### config.mk
export PLATFORM = sky130hd
export DESIGN_NAME = msg_event_scheduler_flat
export DESIGN_NICKNAME = d
export VERILOG_FILES = /design/src/rtl/msg_event_scheduler_if.sv /design/src/rtl/msg_event_scheduler.sv /design/src/flat_wrapper.sv
export SDC_FILE = /design/constraint.sdc
export NUM_CORES = 1
export LEC_CHECK = 0
export ABC_AREA = 1
export CAP_MARGIN = 10
export CORE_UTILIZATION = 53
export DETAILED_ROUTE_END_ITERATION = 8
export PLACE_DENSITY = 0.92
export SLEW_MARGIN = 15
export SYNTH_ARGS = -nofsm -noshare
export SYNTH_HDL_FRONTEND = slang
export SYNTH_SLANG_ARGS = --single-unit
### constraint.sdc
create_clock -name clk -period 5.5 [get_ports clk]
set_clock_uncertainty 0.15 [all_clocks]
set_input_delay 0.825 -clock clk [delete_from_list [all_inputs] [get_ports clk]]
set_output_delay 0.825 -clock clk [all_outputs]
set_load 0.05 [all_outputs]
### src/rtl/msg_event_scheduler_if.sv
// rtl/msg_event_scheduler_if.sv - requester and output-slot handshake bundle for msg_event_scheduler
interface msg_event_scheduler_if #(
    parameter int N  = 4,
    parameter int CW = 8,
    parameter int SW = $clog2(N + 1)
) ();
    logic [N-1:0]      req_valid;
    logic [2*N-1:0]    req_sev;
    logic [CW*N-1:0]   req_code;
    logic [N-1:0]      req_ack;
    logic              out_valid;
    logic              out_ready;
    logic [SW-1:0]     out_src;
    logic [1:0]        out_sev;
    logic [CW-1:0]     out_code;

    // Scheduler side: consumes requests, drives the output slot
    modport master (
        input  req_valid, req_sev, req_code, out_ready,
        output req_ack, out_valid, out_src, out_sev, out_code
    );

    // Environment side: requesters plus the downstream consumer
    modport slave (
        output req_valid, req_sev, req_code, out_ready,
        input  req_ack, out_valid, out_src, out_sev, out_code
    );
endinterface

### src/rtl/msg_event_scheduler.sv
// rtl/msg_event_scheduler.sv - round-robin severity event scheduler with filtering, counters, timeout and stop sequencing
module msg_event_scheduler #(
    parameter int N  = 4,
    parameter int CW = 8,
    parameter int SW = $clog2(N + 1)
) (
    input  logic                  clk,
    input  logic                  rst,
    msg_event_scheduler_if.master bus,
    input  logic [31:0]           i_cfg_error_limit,
    input  logic [31:0]           i_cfg_timeout,
    input  logic                  i_cfg_info_on,
    input  logic                  i_cfg_warn_on,
    output logic [31:0]           o_error_count,
    output logic [31:0]           o_warn_count,
    output logic                  o_error_flag,
    output logic                  o_fatal_flag,
    output logic                  o_timed_out,
    output logic                  o_stop
);
    localparam int PW = $clog2(N);

    localparam logic [1:0] ST_RUN     = 2'd0;
    localparam logic [1:0] ST_DRAIN   = 2'd1;
    localparam logic [1:0] ST_STOPPED = 2'd2;

    localparam logic [1:0] SEV_INFO  = 2'd0;
    localparam logic [1:0] SEV_WARN  = 2'd1;
    localparam logic [1:0] SEV_FATAL = 2'd3;

    localparam logic [31:0] CNT_MAX = 32'hFFFF_FFFF;

    logic [1:0]    r_state;
    logic [PW-1:0] r_ptr;
    logic [31:0]   r_cycle_cnt;
    logic          r_to_pend;
    logic          r_out_valid;
    logic [SW-1:0] r_out_src;
    logic [1:0]    r_out_sev;
    logic [CW-1:0] r_out_code;
    logic [31:0]   r_err_cnt;
    logic [31:0]   r_warn_cnt;
    logic          r_error_flag;
    logic          r_fatal_flag;
    logic          r_timed_out;

    logic [1:0]    w_sev_arr  [N];
    logic [CW-1:0] w_code_arr [N];
    logic          w_found;
    logic [PW-1:0] w_win;
    logic [PW-1:0] w_ptr_next;
    logic          w_run;
    logic          w_slot_free;
    logic          w_to_fire;
    logic          w_to_load;
    logic          w_grant;
    logic [1:0]    w_gsev;
    logic [CW-1:0] w_gcode;
    logic          w_pass;
    logic          w_warn_inc;
    logic          w_err_inc;
    logic [31:0]   w_err_next;
    logic [31:0]   w_warn_next;
    logic          w_trigger;
    logic [N-1:0]  w_ack;

    // Split the flat request buses into per-requester fields
    always_comb begin
        for (int i = 0; i < N; i++) begin
            w_sev_arr[i]  = bus.req_sev[2*i +: 2];
            w_code_arr[i] = bus.req_code[CW*i +: CW];
        end
    end

    // Round-robin search: first pending requester at or after the pointer, wrapping
    always_comb begin
        logic [PW:0] v_sum;
        v_sum   = '0;
        w_found = 1'b0;
        w_win   = '0;
        for (int i = 0; i < N; i++) begin
            v_sum = {1'b0, r_ptr} + (PW+1)'(i);
            if (v_sum >= (PW+1)'(N)) begin
                v_sum = v_sum - (PW+1)'(N);
            end
            if (!w_found && bus.req_valid[v_sum[PW-1:0]]) begin
                w_found = 1'b1;
                w_win   = v_sum[PW-1:0];
            end
        end
    end

    assign w_ptr_next  = (w_win == PW'(N - 1)) ? '0 : w_win + PW'(1);
    assign w_run       = (r_state == ST_RUN);
    assign w_slot_free = !r_out_valid || bus.out_ready;

    // Timeout fires on the cycle the counter would reach the programmed value
    assign w_to_fire = w_run && (i_cfg_timeout != 32'd0) &&
                       ((r_cycle_cnt + 32'd1) == i_cfg_timeout);
    // The synthetic timeout event outranks every requester for a free slot
    assign w_to_load = w_slot_free && (r_to_pend || w_to_fire);
    assign w_grant   = w_run && w_slot_free && !w_to_load && w_found;

    assign w_gsev  = w_sev_arr[w_win];
    assign w_gcode = w_code_arr[w_win];

    // ERROR and FATAL always pass; INFO and WARN honour their enables
    assign w_pass = (w_gsev == SEV_INFO) ? i_cfg_info_on :
                    (w_gsev == SEV_WARN) ? i_cfg_warn_on : 1'b1;

    // A timeout and a grant can never coincide, so at most one error per cycle
    assign w_warn_inc  = w_grant && (w_gsev == SEV_WARN);
    assign w_err_inc   = (w_grant && w_gsev[1]) || w_to_fire;
    assign w_err_next  = (r_err_cnt == CNT_MAX) ? r_err_cnt : r_err_cnt + 32'd1;
    assign w_warn_next = (r_warn_cnt == CNT_MAX) ? r_warn_cnt : r_warn_cnt + 32'd1;

    // Stop trigger looks at the post-increment error count
    assign w_trigger = (w_grant && (w_gsev == SEV_FATAL)) || w_to_fire ||
                       ((i_cfg_error_limit != 32'd0) && w_err_inc &&
                        (w_err_next == i_cfg_error_limit));

    // Acks: one-hot winner while running, discard-all once stopping
    always_comb begin
        w_ack = '0;
        if (!w_run) begin
            w_ack = bus.req_valid;
        end else if (w_grant) begin
            w_ack[w_win] = 1'b1;
        end
    end

    assign bus.req_ack   = w_ack;
    assign bus.out_valid = r_out_valid;
    assign bus.out_src   = r_out_src;
    assign bus.out_sev   = r_out_sev;
    assign bus.out_code  = r_out_code;

    assign o_error_count = r_err_cnt;
    assign o_warn_count  = r_warn_cnt;
    assign o_error_flag  = r_error_flag;
    assign o_fatal_flag  = r_fatal_flag;
    assign o_timed_out   = r_timed_out;
    assign o_stop        = (r_state == ST_STOPPED);

    // Run / drain / stopped sequencing
    always_ff @(posedge clk or posedge rst) begin
        if (rst) begin
            r_state <= ST_RUN;
        end else begin
            case (r_state)
                ST_RUN: begin
                    if (w_trigger) begin
                        r_state <= ST_DRAIN;
                    end
                end
                ST_DRAIN: begin
                    if (w_slot_free && !r_to_pend) begin
                        r_state <= ST_STOPPED;
                    end
                end
                default: r_state <= ST_STOPPED;
            endcase
        end
    end

    // Arbitration pointer advances past every granted requester, filtered or not
    always_ff @(posedge clk or posedge rst) begin
        if (rst) begin
            r_ptr <= '0;
        end else if (w_grant) begin
            r_ptr <= w_ptr_next;
        end
    end

    // Cycle counter runs only while in RUN with a timeout programmed
    always_ff @(posedge clk or posedge rst) begin
        if (rst) begin
            r_cycle_cnt <= '0;
        end else if (w_run && (i_cfg_timeout != 32'd0)) begin
            r_cycle_cnt <= r_cycle_cnt + 32'd1;
        end
    end

    // Remember a timeout that found the slot occupied
    always_ff @(posedge clk or posedge rst) begin
        if (rst) begin
            r_to_pend <= 1'b0;
        end else if (w_to_load) begin
            r_to_pend <= 1'b0;
        end else if (w_to_fire) begin
            r_to_pend <= 1'b1;
        end
    end

    // Output slot: load synthetic or granted event, otherwise empty on handoff
    always_ff @(posedge clk or posedge rst) begin
        if (rst) begin
            r_out_valid <= 1'b0;
            r_out_src   <= '0;
            r_out_sev   <= '0;
            r_out_code  <= '0;
        end else if (w_to_load) begin
            r_out_valid <= 1'b1;
            r_out_src   <= SW'(N);
            r_out_sev   <= SEV_FATAL;
            r_out_code  <= '0;
        end else if (w_grant && w_pass) begin
            r_out_valid <= 1'b1;
            r_out_src   <= SW'(w_win);
            r_out_sev   <= w_gsev;
            r_out_code  <= w_gcode;
        end else if (bus.out_ready) begin
            r_out_valid <= 1'b0;
        end
    end

    // Saturating counters and sticky flags; only RUN-cycle events reach here
    always_ff @(posedge clk or posedge rst) begin
        if (rst) begin
            r_err_cnt    <= '0;
            r_warn_cnt   <= '0;
            r_error_flag <= 1'b0;
            r_fatal_flag <= 1'b0;
            r_timed_out  <= 1'b0;
        end else begin
            if (w_warn_inc) begin
                r_warn_cnt <= w_warn_next;
            end
            if (w_err_inc) begin
                r_err_cnt    <= w_err_next;
                r_error_flag <= 1'b1;
            end
            if (w_to_fire || (w_grant && (w_gsev == SEV_FATAL))) begin
                r_fatal_flag <= 1'b1;
            end
            if (w_to_fire) begin
                r_timed_out <= 1'b1;
            end
        end
    end
endmodule
### src/flat_wrapper.sv
// flat-port wrapper written by rule: the top's interface ports become plain ports
module msg_event_scheduler_flat 
#(
    parameter int N  = 4,
    parameter int CW = 8,
    parameter int SW = $clog2(N + 1)
)
  (clk, rst, i_cfg_error_limit, i_cfg_timeout, i_cfg_info_on, i_cfg_warn_on, o_error_count, o_warn_count, o_error_flag, o_fatal_flag, o_timed_out, o_stop, bus_req_valid, bus_req_sev, bus_req_code, bus_out_ready, bus_req_ack, bus_out_valid, bus_out_src, bus_out_sev, bus_out_code);
  msg_event_scheduler_if #(.N(N), .CW(CW), .SW(SW)) bus_i ();
  input  logic clk;
  input  logic rst;
  input  logic [31:0] i_cfg_error_limit;
  input  logic [31:0] i_cfg_timeout;
  input  logic i_cfg_info_on;
  input  logic i_cfg_warn_on;
  output logic [31:0] o_error_count;
  output logic [31:0] o_warn_count;
  output logic o_error_flag;
  output logic o_fatal_flag;
  output logic o_timed_out;
  output logic o_stop;
  input wire logic [$bits(bus_i.req_valid)-1:0] bus_req_valid;
  input wire logic [$bits(bus_i.req_sev)-1:0] bus_req_sev;
  input wire logic [$bits(bus_i.req_code)-1:0] bus_req_code;
  input wire logic [$bits(bus_i.out_ready)-1:0] bus_out_ready;
  output wire logic [$bits(bus_i.req_ack)-1:0] bus_req_ack;
  output wire logic [$bits(bus_i.out_valid)-1:0] bus_out_valid;
  output wire logic [$bits(bus_i.out_src)-1:0] bus_out_src;
  output wire logic [$bits(bus_i.out_sev)-1:0] bus_out_sev;
  output wire logic [$bits(bus_i.out_code)-1:0] bus_out_code;
  assign bus_i.req_valid = bus_req_valid;
  assign bus_i.req_sev = bus_req_sev;
  assign bus_i.req_code = bus_req_code;
  assign bus_i.out_ready = bus_out_ready;
  assign bus_req_ack = bus_i.req_ack;
  assign bus_out_valid = bus_i.out_valid;
  assign bus_out_src = bus_i.out_src;
  assign bus_out_sev = bus_i.out_sev;
  assign bus_out_code = bus_i.out_code;
  msg_event_scheduler #(.N(N), .CW(CW), .SW(SW)) u_core (.clk(clk), .rst(rst), .bus(bus_i), .i_cfg_error_limit(i_cfg_error_limit), .i_cfg_timeout(i_cfg_timeout), .i_cfg_info_on(i_cfg_info_on), .i_cfg_warn_on(i_cfg_warn_on), .o_error_count(o_error_count), .o_warn_count(o_warn_count), .o_error_flag(o_error_flag), .o_fatal_flag(o_fatal_flag), .o_timed_out(o_timed_out), .o_stop(o_stop));
endmodule
==> summary.md, run 1 <==
| Metric | Value |
|---|---|
| Vias | about 11000 |
| Max Cap Viol | 0 |
| Placer Congestion | just under 1 |
| Largest family of logic cells by synthesized area | simple AND/OR/NAND/NOR gates |
| Reg2Reg Setup Slack | 1550 ps |
| Max clock buf depth | 2 |
| Initial DRC Count | between 1000 and 1500 |
| Share of cells above drive strength 1 | approximately 4.2% |
| Drt via density | around 5.5 |
| Final Cycle Share | a little under nine tenths |
| DP HPWL | 23100 um |
| Final setup viols | 0 |
| Largest net degree at the start of global routing | 46 |
| FF-to-FF End | u_core.o_warn_count[20]$_DFFE_PP0P_ |
| ANT nets after route | 0 |
| Data required, critical path | ~4500 ps |
| CP Capture Type | output port |
| Slew HR | between 20 and 30% |
| Cells after synthesis | ~1500 |
| # rows | 48 |
| Synth top area cells | dfrtp_1, nand2_1, nand3_1 |
| Hold_buf cts | 0 |
| Final setup TNS | 0 ps |
| DRC Markers | 0 |
| First-pass GRT wire length | 48600 um |
| Core area | around 17000 um2 |
| Final hold vios | 0 |
| Area delta synth->final | 28.6% |
| Routed length per instance | about 15 um |
| Hold_sp | u_core.o_fatal_flag$_DFFE_PP0P_ |
| Adder-Cell Fraction of Synth Area | less than 1% |
| Xor/xnor share of the synthesized area | under 10% |
| GRT overflow | 0 |
| Unrepaired setup endpoints after global routing | false |
| Clock Latency Late Sink | approximately 420 ps |
| Status | finished clean |
| CP startpoint kind | flop |
| Die Y | approximately 140 um |
| Worst hold endpoint | u_core.o_fatal_flag$_DFFE_PP0P_ |
| Hold Path Class | flop to flop |
| Area of the die | ~18000 um2 |
| Pwr Density | 433 nW/um2 |
| DRT Wirelength | around 30000 um |
| Sequential area share after synthesis | 31.0% |
| Fin crit period | 4710 ps |
| CP max FO | 45 |
| Total GRT Usage | 33.4% |
| Num CTS Buffers | 17 |
| Synth area leader | dfrtp_1 |
| Initial Util | 54.6% |
| Worst reg2reg path depth | 17 |
| Number of port buffers | between 150 and 200 |
| Highest Clock Rate | 0.212 GHz |
| Unique masters post-synth | 40 |
| YS warnings | 0 |
| Die Span X | 136 um |
| Cts repair resizes | 0 |
| Worst-margin pin slew | 1040 ps |
| Synthesized cell area | approximately 9500 um2 |
| CTS root buf | clkbuf_16 |
| Final Max Tran Viols | 0 |
| Worst r2r src | u_core.r_ptr[0]$_DFFE_PP0P_ |
| Lkg Pwr | between 5 and 6 nW |
| DP Worst Slack | approximately 1000 ps |
| First-pass DRT Iterations | 7 |
| Initial antenna violation count | 0 |
| TritonCTS clock tree | built |
| N_diodes | 0 |
| Clk slew on worst S/H paths | roughly 50 ps |
| Nets | 1854 |
| Ports | a little under 200 |
| Synth top area share | 31.0% |
| Crit Path Class | flop to output port |
| Post-CTS setup buffers | 0 |
| Multiplexer share of the synthesized area | less than 1% |
| H-tree Lvls | 4 |
| CTS Sinks | roughly 120 |
| #FFs+latches synth | between 100 and 150 |
| Hold Crit Depth | 2 |
| Final WS setup | about 800 ps |
| Synth Area in Compound Gates | 5.22% |
| Avg Synthesized Cell Area | approximately 6.2 um2 |
| Vias in the first global route | 10100 |
| VDD IR max | roughly 280 uV |
| Arrival time worst endpoint | approximately 3700 ps |
| Synth Area in Simple Gates | roughly 47% |
| Synthesized Nets | around 1700 |
[metrics by stage]
stage / total power, mW / area [um2] / hold WS, ps / utilization, % / std cells
3_5_place_dp: 4.06 / 11600 / 304 / 66.7 / 1940
6_report: 5.30 / 12200 / 314 / 70.2 / 1972
5_1_grt: 5.66 / 12200 / 324 / 70.2 / 1972
4_1_cts: 5.27 / 12200 / 317 / 70.2 / 1972
3_3_place_gp: 3.99 / 11600 / 310 / 66.7 / 1940
2_1_floorplan: 3.33 / 9510 / 340 / - / 1547
[sequential cells by signal (all words and copies together) (netlist names)]
name / count
u_core.r_state: 2
u_core.bus.out_code: 8
u_core.o_fatal_flag: 1
u_core.bus.out_valid: 1
u_core.r_to_pend: 1
u_core.bus.out_src: 3
u_core.bus.out_sev: 2
u_core.r_ptr: 2
u_core.r_cycle_cnt: 32
u_core.o_error_count: 32
u_core.o_timed_out: 1
u_core.o_error_flag: 1
u_core.o_warn_count: 32
[layout make-up]
cell class	count	area, um2
fill	1477	5180
inverter	164	623
sequential	118	2950
clock buffer	23	478
tap	225	282
clock inverter	9	148
timing repair buffer	205	2020
multi-input combinational	1228	5730
[power breakdown]
| part | switching (mW) | leakage, nW | internal, mW | total, mW |
|---|---|---|---|---|
| logic | 1.87 | 3.93 | 0.878 | 2.75 |
| clock network | 0.410 | 0.307 | 0.791 | 1.20 |
| registers | 0.267 | 1.56 | 1.08 | 1.34 |
| total | 2.55 | 5.80 | 2.75 | 5.30 |
[how the worst max path moves through the flow]
stage,startpoint,endpoint,slack (ps),cells after the start
6_report,u_core.r_cycle_cnt[0]$_DFFE_PP0P_,bus_req_ack[2],790,18
5_1_grt,u_core.r_cycle_cnt[0]$_DFFE_PP0P_,bus_req_ack[2],390,19
4_1_cts,u_core.r_cycle_cnt[0]$_DFFE_PP0P_,bus_req_ack[2],840,18
3_5_place_dp,bus_req_valid[0],bus_req_ack[3],1030,13
3_3_place_gp,bus_req_valid[1],bus_req_ack[3],1090,15
2_1_floorplan,rst,u_core.bus.out_code[0]$_DFFE_PP0P_,1400,1
[worst max-delay path: stages, from the launching register on]
cell and delay (ps):
dfrtp_1 580, ha_1 260, nand3_1 160, nor2_1 290
nand3_1 200, nor2_1 270, inv_1 90, nand2_1 100
nand3_1 100, nand2_1 80, nor2_1 60, nand2_1 70
nor2_2 50, nand3_4 140, nand2_4 80, inv_4 360
nand2_1 90, o21ai_0 110, buf_4 230
[cells by family (layout without fill, tap and decap cells)]
family	count (synthesis)	in the layout
flops	118	118
simple gates	1060	1060
compound gates	92	92
mux	8	8
xor+xnor	61	61
buf+inv	201	401
fa+ha+maj	7	7
[per-layer routing]
layer	wire [um]	global-route usage [%]
met1	12300	42.2
met4	851	12.9
met2	14300	55.7
met5	0	0
met3	2650	6.94
[cells in the final DEF, fill, tap and decap left out, types with 17 or more instances in the layout]
cell and instances:
clkbuf_16 17, nand3_1 161, o21ai_0 77, nor2_1 183
nand2_1 618, nand3b_1 18, xor2_1 48, dfrtp_1 118
clkdlybuf4s50_1 194, nand4_1 22, inv_1 157, nor3_1 18
[Yosys cell counts]
master,number
o21bai_1,4
inv_2,3
o21ai_1,1
a21o_1,1
mux2i_1,8
nand3_1,161
a31oi_1,1
o21ai_0,77
and2_1,2
nor2_2,5
nand3_2,3
dfrtp_1,118
nand3_4,1
nand3b_1,18
buf_2,15
o21ai_4,1
inv_1,159
xnor2_1,10
nor3b_1,1
ha_1,7
xor3_1,2
xnor3_1,1
nor3_4,1
nand4_1,22
inv_4,2
o21ai_2,3
buf_1,1
nor2_4,3
nor3_1,18
or2_2,1
a21oi_1,4
xor2_1,48
nand2_1,618
buf_4,3
nor2_1,183
nand2_2,7
buf_6,6
clkbuf_1,12
nand2_4,2
nor4_1,14
No activity file was read; power rests on OpenSTA's default activity.
==> run 2, diff against run 1 <==
--- a/config.mk
+++ b/config.mk
@@ -7,6 +7,7 @@
 export LEC_CHECK = 0
 export ABC_AREA = 1
 export CAP_MARGIN = 10
+export CORE_MARGIN = 4
 export CORE_UTILIZATION = 53
 export DETAILED_ROUTE_END_ITERATION = 8
 export PLACE_DENSITY = 0.92
==> run 2 against run 1 <==
Design area decreased by 0.33%. Setup slack got worse by 52 ps. Non-clock buffer count increased by 1. Power decreased by 0.93%. Clock power decreased by 8%. Via count increased by 1.5%. Register-to-register slack about the same. Clock-buffer cell count unchanged. Critical endpoint unchanged. Highest routed layer is now met5.
==> summary.md, run 2 (synthesis results as in run 1) <==
| Metric | Value |
|---|---|
| Status | finished clean |
| Clk slew on worst S/H paths | around 50 ps |
| Final Max Tran Viols | 0 |
| Post-CTS setup buffers | 0 |
| Placed Area | about 12000 um2 |
| Data required, critical path | ~4500 ps |
| Most common cell after layout, fill and taps aside | nand2_1 |
| Arrival time worst endpoint | ~3800 ps |
| Vias | 11000 |
| Final Util | 70.0% |
| Initial antenna violation count | 1 |
| VDD IR max | 484 uV |
| CP max FO | 45 |
| Slew HR | 28.0% |
| CTS Sinks | ~120 |
| CP Capture Type | output port |
| Final Cycle Share | around 87% |
| Finished Cell Area | ~12000 um2 |
| Core area | ~17000 um2 |
| H-tree Lvls | 4 |
| Worst-margin pin slew | 1080 ps |
| Final setup TNS | 0 ps |
| DRC Markers | 0 |
| Num CTS Buffers | 17 |
| Final setup viols | 0 |
| Clock Latency Late Sink | about 420 ps |
| Ports | 199 |
| Most frequent cells in the layout | nand2_1, clkdlybuf4s50_1, nor2_1 |
| Hold_buf cts | 0 |
| Highest Clock Rate | roughly 0.21 GHz |
| N_diodes | 0 |
| First-pass DRT Iterations | 6 |
| Die Y | around 140 um |
| Area of the die | 20200 um2 |
| Largest net degree at the start of global routing | 57 |
| Vias in the first global route | around 10000 |
| ANT nets after route | 0 |
| Max Cap Viol | 0 |
| GRT overflow | 0 |
| Area delta synth->final | 28.2% |
| Nets | between 1500 and 2000 |
| Hold Path Class | flop to flop |
| Max clock buf depth | 2 |
| Fin crit period | approximately 4800 ps |
| Crit Path Class | flop to output port |
| CP startpoint kind | flop |
| TritonCTS clock tree | built |
| Drt via density | 5.57 |
| Lkg Pwr | between 5 and 6 nW |
| DRT Wirelength | slightly above 30000 um |
| # rows | between 40 and 50 |
| Total GRT Usage | between 20% and 30% |
| Initial DRC Count | 1028 |
| Number of port buffers | between 150 and 200 |
| Share of cells above drive strength 1 | ~4.2% |
| CTS root buf | clkbuf_16 |
| Routed length per instance | between 15 and 20 um |
| Reg2Reg Setup Slack | 1550 ps |
| DP HPWL | approximately 23000 um |
| Unrepaired setup endpoints after global routing | false |
| Final hold vios | 0 |
| Pwr Density | 430 nW/um2 |
| Placer Congestion | between 0.9 and 1 |
| First-pass GRT wire length | slightly below 50000 um |
| Die Span X | between 100 and 150 um |
| Cts repair resizes | 0 |
| Initial Util | a little over half |
## run 2: cell types whose count changed in the layout (fill, tap and decap cells not counted), sizes merged
cell,delta
bufinv,-2
buf,+1
clkinvlp,+1
inv,+1
## run 2: layout make-up
class	count	area, um2
Clock buffer	23	478
Timing Repair Buffer	206	2030
Sequential cell	118	2950
Inverter	164	623
Fill cell	1448	5220
Multi-Input combinational cell	1228	5730
Tap cell	225	282
Clock inverter	9	100
## run 2: layer usage
layer	track usage (%)	part of all wire, %
met1	37.6	39
met2	49.7	48
met3	7.33	10
met4	10.0	3.0
met5	0	0.099
## run 2: where the power goes
group	switching [mW]	internal [mW]	leakage [nW]	total [mW]
Sequential	0.270	1.08	1.56	1.35
Combinational	1.92	0.889	3.94	2.80
Clock	0.399	0.698	0.283	1.10
Total	2.58	2.66	5.78	5.25
## run 2: metrics by stage
stage / std cells / hold WS [ps] / worst slack [ps] / total power, mW
after floorplan: 1547 / 340 / 1400 / 3.33
after global placement: 1941 / 306 / 1150 / 4.04
after detailed placement: 1941 / 316 / 1050 / 4.11
after CTS: 1973 / 329 / 886 / 5.22
after global routing: 1973 / 352 / 393 / 5.57
final: 1973 / 331 / 733 / 5.25
## run 2: worst max-delay path, stage by stage (launching register included)
cell	delay, ps
dfrtp_1	570
ha_1	250
nand3_1	170
nor2_1	330
nand3_1	210
nor2_1	280
inv_1	110
nand2_1	90
nand3_1	70
nand2_1	100
nor2_1	50
nand2_1	70
nor2_2	50
nand3_4	140
nand2_4	90
inv_4	370
nand2_1	80
o21ai_0	100
buf_4	220
## run 2: final timing paths
kind | endpoint | cells past startpoint | start
setup / recovery | bus_req_ack[2] | 18 | u_core.r_cycle_cnt[0]$_DFFE_PP0P_
hold / removal | u_core.bus.out_src[2]$_DFFE_PP0P_ | 2 | u_core.bus.out_src[2]$_DFFE_PP0P_
setup reg to reg | u_core.bus.out_src[0]$_DFFE_PP0P_ | 17 | u_core.r_ptr[0]$_DFFE_PP0P_
hold reg to reg | u_core.bus.out_src[2]$_DFFE_PP0P_ | 2 | u_core.bus.out_src[2]$_DFFE_PP0P_
max in group asynchronous | u_core.r_cycle_cnt[27]$_DFFE_PP0P_ | 3 | rst
min in group asynchronous | u_core.r_cycle_cnt[17]$_DFFE_PP0P_ | 2 | rst
